File: src/rtl/tt_sweep_pkg.sv
// tt_sweep_pkg: shared types and constants for the truth-table sweep checker.
//   state_t         - checker FSM states (IDLE, HOLD, FIN)
//   num_vectors(n)  - number of input combinations for an n-input circuit
//   *_MIN / *_MAX   - legal ranges for N_IN and HOLD_CYCLES
//   HOLD_CNT_W      - width of the hold timer, sized for HOLD_CYCLES_MAX
package tt_sweep_pkg;

  typedef enum logic [1:0] {
    IDLE = 2'd0,
    HOLD = 2'd1,
    FIN  = 2'd2
  } state_t;

  localparam int N_IN_MIN        = 1;
  localparam int N_IN_MAX        = 8;
  localparam int HOLD_CYCLES_MIN = 1;
  localparam int HOLD_CYCLES_MAX = 255;
  localparam int HOLD_CNT_W      = 8;

  function automatic int num_vectors(input int n);
    return 1 << n;
  endfunction

endpackage

File: src/rtl/tt_hold_timer.sv
// tt_hold_timer: down-counter that measures how long each vector is held.
//   clk, rst : clock, asynchronous active-high reset (count clears to 0)
//   load     : reload with HOLD_CYCLES-1 (start of a vector)
//   en       : count down while enabled, saturating at 0
//   tc       : terminal count, high while the count is 0 (last hold cycle)
module tt_hold_timer
  import tt_sweep_pkg::*;
#(
  parameter int HOLD_CYCLES = 4
) (
  input  logic clk,
  input  logic rst,
  input  logic load,
  input  logic en,
  output logic tc
);

  localparam logic [HOLD_CNT_W-1:0] LOAD_VAL = HOLD_CNT_W'(HOLD_CYCLES - 1);
  localparam logic [HOLD_CNT_W-1:0] CNT_ONE  = HOLD_CNT_W'(1);

  logic [HOLD_CNT_W-1:0] cnt;

  always_ff @(posedge clk or posedge rst) begin
    if (rst) begin
      cnt <= '0;
    end else if (load) begin
      cnt <= LOAD_VAL;
    end else if (en && (cnt != '0)) begin
      cnt <= cnt - CNT_ONE;
    end
  end

  // With HOLD_CYCLES=1 the load value is 0, so tc is high on every hold edge.
  assign tc = (cnt == '0);

endmodule

File: config.mk
export PLATFORM = sky130hd
export DESIGN_NAME = tt_hold_timer
export DESIGN_NICKNAME = d
export VERILOG_FILES = /design/src/rtl/tt_sweep_pkg.sv /design/src/rtl/tt_hold_timer.sv
export SDC_FILE = /design/constraint.sdc
export NUM_CORES = 1
export LEC_CHECK = 0
export CORE_AREA = 2 2 39 41
export DETAILED_ROUTE_END_ITERATION = 10
export DIE_AREA = 0 0 41 43
export PLACE_DENSITY = 0.67
export SLEW_MARGIN = 20
export SYNTH_ARGS = -nofsm -noshare
export SYNTH_HDL_FRONTEND = slang
export SYNTH_SLANG_ARGS = --single-unit
File: constraint.sdc
create_clock -name clk -period 1.9 [get_ports clk]
set_input_delay 0.285 -clock clk [delete_from_list [all_inputs] [get_ports clk]]
set_output_delay 0.285 -clock clk [all_outputs]
set_load 0.01 [all_outputs]
==> key figures, run 1 <==
Synth
  – Number of synthesized register bits: 8
  – Post-synth ARST share: 100%
  – EDFF count, synth: 0
  – Synth Instances: 51
  – Main flop type after synthesis: dfrtp_1
  – Post-synthesis sequential area ratio: just over 40%
  – Cell area after synthesis: between 400 and 500 um^2
  – Post-synthesis cell type count: 22
  – Synth Warn #: 0
  – Synth Area per Inst: ~9.4 um^2
  – Syn_nets: 57

Power
  – Pwr Density: roughly 600 mW/mm^2
  – Power Internal: 0.000286 W
  – Clock share of power: about a third
  – Sw Share: around a quarter
  – Combinational power share: 18.7%
  – Net Switching: around 0.000096 W
  – Leak: between 0.3 and 0.4 nW
  – Register share of total power: around 47%
  – Worst IR Drop VDD: about 0.23 mV

Timing
  – Post-route setup TNS: 0 ns
  – Final Cycle Share: 94.5%
  – Worst slew pin tran: roughly 0.41 ns
  – Setup Skew: about 0.00047 ns
  – Final hold violations: 0
  – Fin crit period: between 1.5 and 2 ns
  – Max-slew violations: 0
  – Worst rel slew slack: between 70 and 80%
  – Final setup margin: between 0.1 and 0.15 ns
  – # setup viols final: 0
  – RSZ-0062 raised after global routing: false
  – Fmax: 0.557 GHz

Outcome
  – Status: completed

Clocking
  – Skew-Pair Late Insertion Delay: about 0.25 ns
  – Clock sinks: 8
  – Clk pin slew, worst setup/hold paths: around 0.05 ns
  – CTS tree: done
  – H-Tree Depth: 1
  – Clk buf depth: 2
  – Number of CTS-inserted buffers: 3
  – Root Buffer: clkbuf_4

Routing
  – DRT iter0 DRCs: 9
  – Wirelength per Cell: about 12 um
  – Routed Antenna Nets: 0
  – Drt first pass iters: 4
  – Routed Wire Length: ~1000 um
  – Avg Vias per Cell: 5.49
  – Drc violations: 0
  – DR vias: roughly 460

Floorplanning
  – Row cnt: 14
  – Die Wd: 41 um
  – Die area: 0.00176 mm^2
  – Die Height: about 43 um
  – Core area: between 0.001 and 0.0015 mm^2
  – Io pins: 5
  – Initial Util: about a third

Finish
  – Share of layout cells above drive strength 1: between 20% and 30%
  – Top flop regs: cnt (8)
  – Synthesis-to-layout area growth: 31.4%
  – Top reg by flops: cnt
  – Fin nets: between 70 and 80
  – Post-Route Utilization: 45.8%
  – Max reg flops: 8
  – Leading cell type in the layout, fill and taps excluded: buf_4
  – # diodes: 0
  – Most frequent cells in the layout: 11 x buf_4, 8 x dfrtp_1, 5 x nor2_1

Setup path
  – Crit path launch type: flop
  – Crit-path max FO: 6
  – Setup CP Type: flop to flop
  – CP arrival: 1.97 ns
  – CP endpoint kind: flop
  – Critical Path RT: between 2 and 2.5 ns

Min path
  – Hold WC Path Type: primary input to async pin

Placed design
  – I/O Buffers: 4
  – Pre-CTS setup slack: 0.0158 ns
  – DP HPWL: about 770 um
  – Routability cong.: about 0.73

Global routing
  – Initial antenna violation count: 0
  – Grt ovf: 0
  – Largest net degree at the start of global routing: 13
  – Vias in the first global route: 436
  – Tot GR Track Use: between 10% and 20%
  – First-pass GRT wire length: 1750 um

Job
  – Max-cap violations: 0
power by group through the flow:
| stage | Clock, W | Sequential [W] | Combinational [W] |
|---|---|---|---|
| 2_1_floorplan | 0 | 0.000186 | 0.0000346 |
| 3_3_place_gp | 0 | 0.000184 | 0.0000696 |
| 3_5_place_dp | 0 | 0.000184 | 0.0000709 |
| 4_1_cts | 0.000134 | 0.000181 | 0.0000710 |
| 5_1_grt | 0.000147 | 0.000182 | 0.0000791 |
| 6_report | 0.000130 | 0.000181 | 0.0000713 |
path summary, 6_finish.rpt:
kind                        start      to  slack [ns]  depth (start not counted)
setup / recovery           cnt[5]  cnt[6]        0.10                          4
max in group asynchronous     rst  cnt[7]        1.35                          2
hold reg to reg            cnt[6]  cnt[6]        0.59                          2
hold / removal                rst  cnt[2]        0.30                          2
min in group clk           cnt[6]  cnt[6]        0.59                          2
setup reg to reg           cnt[5]  cnt[6]        0.10                          4
metrics by stage:
stage          hold slack [ns]  power, W  instances  area, um^2
2_1_floorplan            0.101  0.000220         51         482
3_3_place_gp             0.554  0.000253         80         616
3_5_place_dp             0.565  0.000255         80         616
4_1_cts                  0.293  0.000386         83         637
5_1_grt                  0.295  0.000408         83         633
6_report                 0.296  0.000382         83         633
kinds of logic after synthesis:
family,count (synthesis),synth area share (%)
adder cells (fa/ha/maj),2,5.19
AO/OA/AOI/OAI,11,14.8
buffers and inverters,6,4.93
flip-flops,8,41.6
multiplexers,4,8.83
AND/OR/NAND/NOR,20,24.7
synth_stat cells (2+ instances only):
master | instances | share of area, %
dfrtp_1 | 8 | 42
nor2_1 | 5 | 3.9
a21oi_1 | 4 | 4.2
inv_1 | 4 | 3.1
nor2b_1 | 4 | 5.2
nor3_1 | 3 | 3.1
ha_1 | 2 | 5.2
mux2_1 | 2 | 4.7
mux2i_1 | 2 | 4.2
nand2_1 | 2 | 1.6
o2111ai_1 | 2 | 3.6
or3b_1 | 2 | 3.6
or4_1 | 2 | 3.1
layer usage:
metal,vias up,track usage [%],share of wire [%]
met5,-,0,0
met4,0,10.0,2.4
met3,4,4.71,4.3
met2,11,21.6,48
met1,222,18.0,45
li1,219,-,-
area by class of cell:
type	count	area, um^2
multi-input cells	37	258
flip-flops and latches	8	200
fillers	145	751
clock buffers	3	22.5
repair buffers	15	118
inverters	4	15.0
well taps	16	20.0
worst max-delay path, stage by stage (launching register included):
cell and delay, ns:
dfrtp_1 0.37, or4_1 0.54, buf_4 0.18, or4_1 0.50, a21oi_1 0.13
what timing repair did:
action | CTS | global route
hold buffers | 0 | 0
resized for setup | 1 | 2
buffers inserted | 0 | 0
endpoints found under the setup margin | 1 | 1
pin swaps | 0 | 0
(Power assumes the default switching activity.)
==> inputs of run 2 (changes only) <==
PLACE_DENSITY = 0.69   (was 0.67)
clock period = 1.6 ns   (was 1.9 ns; I/O delays follow)
==> run 2 against run 1 <==
The flow now finishes with violations (negative setup slack). Die area unchanged. Via count up 1.3%. Sequential power up 19%. Total power up 25%. Combinational power up 47%. Critical path depth unchanged. Sequential share of layout area down 4.0 points. Core utilization up 6.7 points. Setup slack worse by 0.27 ns. Non-clock buffer count up 5. Final cell count up 6.0%. Flip-flop and latch count unchanged. Critical endpoint unchanged. Largest cell class unchanged. Highest routed layer unchanged.
==> key figures, run 2 (synthesis gave the netlist of run 1 again) <==
Outcome
  – Status: finished with violations
  – Failing checks: negative setup slack

Finish
  – Fin nets: 80 (+6.7%)
  – Max reg flops: 8 (unchanged)
  – Post-Route Utilization: 52.4% (+6.7 points)
  – Design Area, Final: 726 um^2 (+15%)
  – Fillcell total: 129 (-11%)
  – Top flop regs: cnt (8)
  – Synthesis-to-layout area growth: 50.6%
  – Top reg by flops: cnt
  – Share of layout cells above drive strength 1: 43.1% (+21 points)
  – Leading cell type in the layout, fill and taps excluded: buf_4
  – # diodes: 0 (unchanged)
  – Most frequent cells in the layout: 13 x buf_4, 8 x dfrtp_1, 5 x nor2_1, 4 x nor2b_1

Setup path
  – Crit path launch type: flop
  – Highest cell delay on the worst timing path: 0.55 ns (about the same)
  – CP arrival: 1.95 ns (-0.02 ns)
  – Cell Chain, Critical Path: or4_4 -> buf_6 -> or4_4 -> a21oi_2
  – Crit-path max FO: 6 (unchanged)
  – CP endpoint kind: flop
  – Crit-path most repeated cell: or4_4
  – Critical Path RT: 1.79 ns (-0.28 ns)
  – Crit-path slowest cell: or4_4
  – Setup CP Type: flop to flop

Power
  – Leak: 0.337 nW (+11%)
  – Combinational power share: 21.9% (+3.2 points)
  – Register share of total power: 45.0% (-2.4 points)
  – Worst IR Drop VDD: 0.368 mV (+62%)
  – Power Internal: 0.000354 W (+24%)
  – Clock share of power: 33.1% (-0.8 points)
  – Final Power: 0.000479 W (+25%)
  – Pwr Density: 661 mW/mm^2 (+9.5%)
  – Net Switching: 0.000126 W (+30%)
  – Sw Share: 26.2% (+0.99 points)

Routing
  – Drc violations: 0 (unchanged)
  – Avg Vias per Cell: 5.25 (-4.4%)
  – Routed Wire Length: 1120 um (+9.7%)
  – Wirelength per Cell: 12.7 um (+3.5%)
  – Routed Antenna Nets: 0 (unchanged)
  – DRT iter0 DRCs: 22 (+13)
  – DR vias: 462 (+1.3%)
  – Drt first pass iters: 4 (unchanged)

Placed design
  – I/O Buffers: 4 (unchanged)
  – Routability cong.: 0.790 (+7.6%)
  – DP Area: 656 um^2 (+6.5%)
  – DP HPWL: 829 um (+7.3%)

Floorplanning
  – Row cnt: 14 (unchanged)
  – Core area: 0.00138 mm^2 (unchanged)
  – Io pins: 5 (unchanged)
  – Die Height: 43 um (unchanged)
  – Die area: 0.00176 mm^2 (unchanged)
  – Die Wd: 41 um (unchanged)
  – Initial Util: 34.8% (unchanged)

Clocking
  – H-Tree Depth: 1 (unchanged)
  – Clock sinks: 8 (unchanged)
  – Number of CTS-inserted buffers: 3 (unchanged)
  – Root Buffer: clkbuf_4
  – Clk buf depth: 2 (unchanged)
  – CTS tree: done
  – Hold-fix buffers, CTS: 0 (unchanged)
  – Skew-Pair Late Insertion Delay: 0.26 ns (about the same)
  – Clk pin slew, worst setup/hold paths: 0.06 ns (about the same)

Global routing
  – Grt ovf: 0 (unchanged)
  – First-pass GRT wire length: 1820 um (+3.9%)
  – Vias in the first global route: 447 (+2.5%)
  – Initial antenna violation count: 0 (unchanged)
  – Largest net degree at the start of global routing: 10 (-3)
  – Tot GR Track Use: 15.6% (+0.64 points)

Timing
  – Final setup margin: -0.165 ns (-0.269 ns)
  – RSZ-0062 raised after global routing: true
  – # setup viols final: 4 (+4)
  – Worst slew pin tran: 0.378 ns (-0.0317 ns)
  – Max-slew violations: 0 (unchanged)
  – Final hold violations: 0 (unchanged)
  – Fin Hold WS: 0.228 ns (-0.0680 ns)
  – Worst rel slew slack: 74.4% (+1.8 points)
  – Setup Skew: 0.00503 ns (+0.00456 ns)
  – Final Cycle Share: 110% (+16 points)
  – Fin crit period: 1.77 ns (-0.0307 ns)
  – Fmax: 0.567 GHz (+1.7%)

Min path
  – Hold WC Path Type: primary input to async pin

Job
  – Max-cap violations: 0 (unchanged)
run 2: final timing paths:
kind,slack [ns],start,endpoint,cells after the start
max in group asynchronous,1.13,rst,cnt[5],2
setup reg to reg,-0.17,cnt[5],cnt[6],4
setup / recovery,-0.17,cnt[5],cnt[6],4
hold reg to reg,0.65,cnt[6],cnt[6],3
hold / removal,0.23,rst,cnt[0],2
min in group clk,0.65,cnt[6],cnt[6],3
run 2: per-stage QoR:
step	std cells	setup WS [ns]	TNS [ns]
6_report	88	-0.165	-0.456
5_1_grt	88	-0.212	-0.660
4_1_cts	88	-0.150	-0.482
3_5_place_dp	85	-0.232	-0.889
3_3_place_gp	85	-0.228	-0.831
2_1_floorplan	51	-0.104	-0.121
run 2: area by class of cell:
| type | count | area, um^2 | area share (%) |
|---|---|---|---|
| clock buffer | 3 | 22.5 | 3.10 |
| inverter | 4 | 15.0 | 2.07 |
| multi-input combinational | 37 | 302 | 41.6 |
| sequential | 8 | 200 | 27.6 |
| tap | 16 | 20.0 | 2.76 |
| timing repair buffer | 20 | 166 | 22.9 |
run 2: metal layers:
| metal | GRT usage, % | vias to the layer above | wire, um |
|---|---|---|---|
| met3 | 3.14 | 4 | 31 |
| li1 | - | 228 | - |
| met1 | 19.5 | 222 | 504 |
| met5 | 0 | - | 0 |
| met2 | 22.2 | 8 | 554 |
| met4 | 12.0 | 0 | 28 |
run 2: timing repair:
action                                 in CTS  in global routing
gates resized for setup                    11                  6
buffers inserted                            0                  1
setup endpoints to repair                   4                  8
endpoints found under the hold margin       0                  0
pin swaps                                   1                  5
run 2: power groups by stage:
stage          combinational (W)  clock (W)  sequential [W]
4_1_cts                0.0000985   0.000165        0.000216
3_5_place_dp           0.0000927          0        0.000219
3_3_place_gp           0.0000907          0        0.000218
2_1_floorplan          0.0000420          0        0.000221
6_report                0.000105   0.000159        0.000216
5_1_grt                 0.000117   0.000172        0.000217
run 2: worst max-delay path: cells and delay by family, from the launching register on:
family | cells | cell delay (ns)
compound gates | 1 | 0.12
buf+inv | 1 | 0.15
flops | 1 | 0.38
simple gates | 2 | 1.05
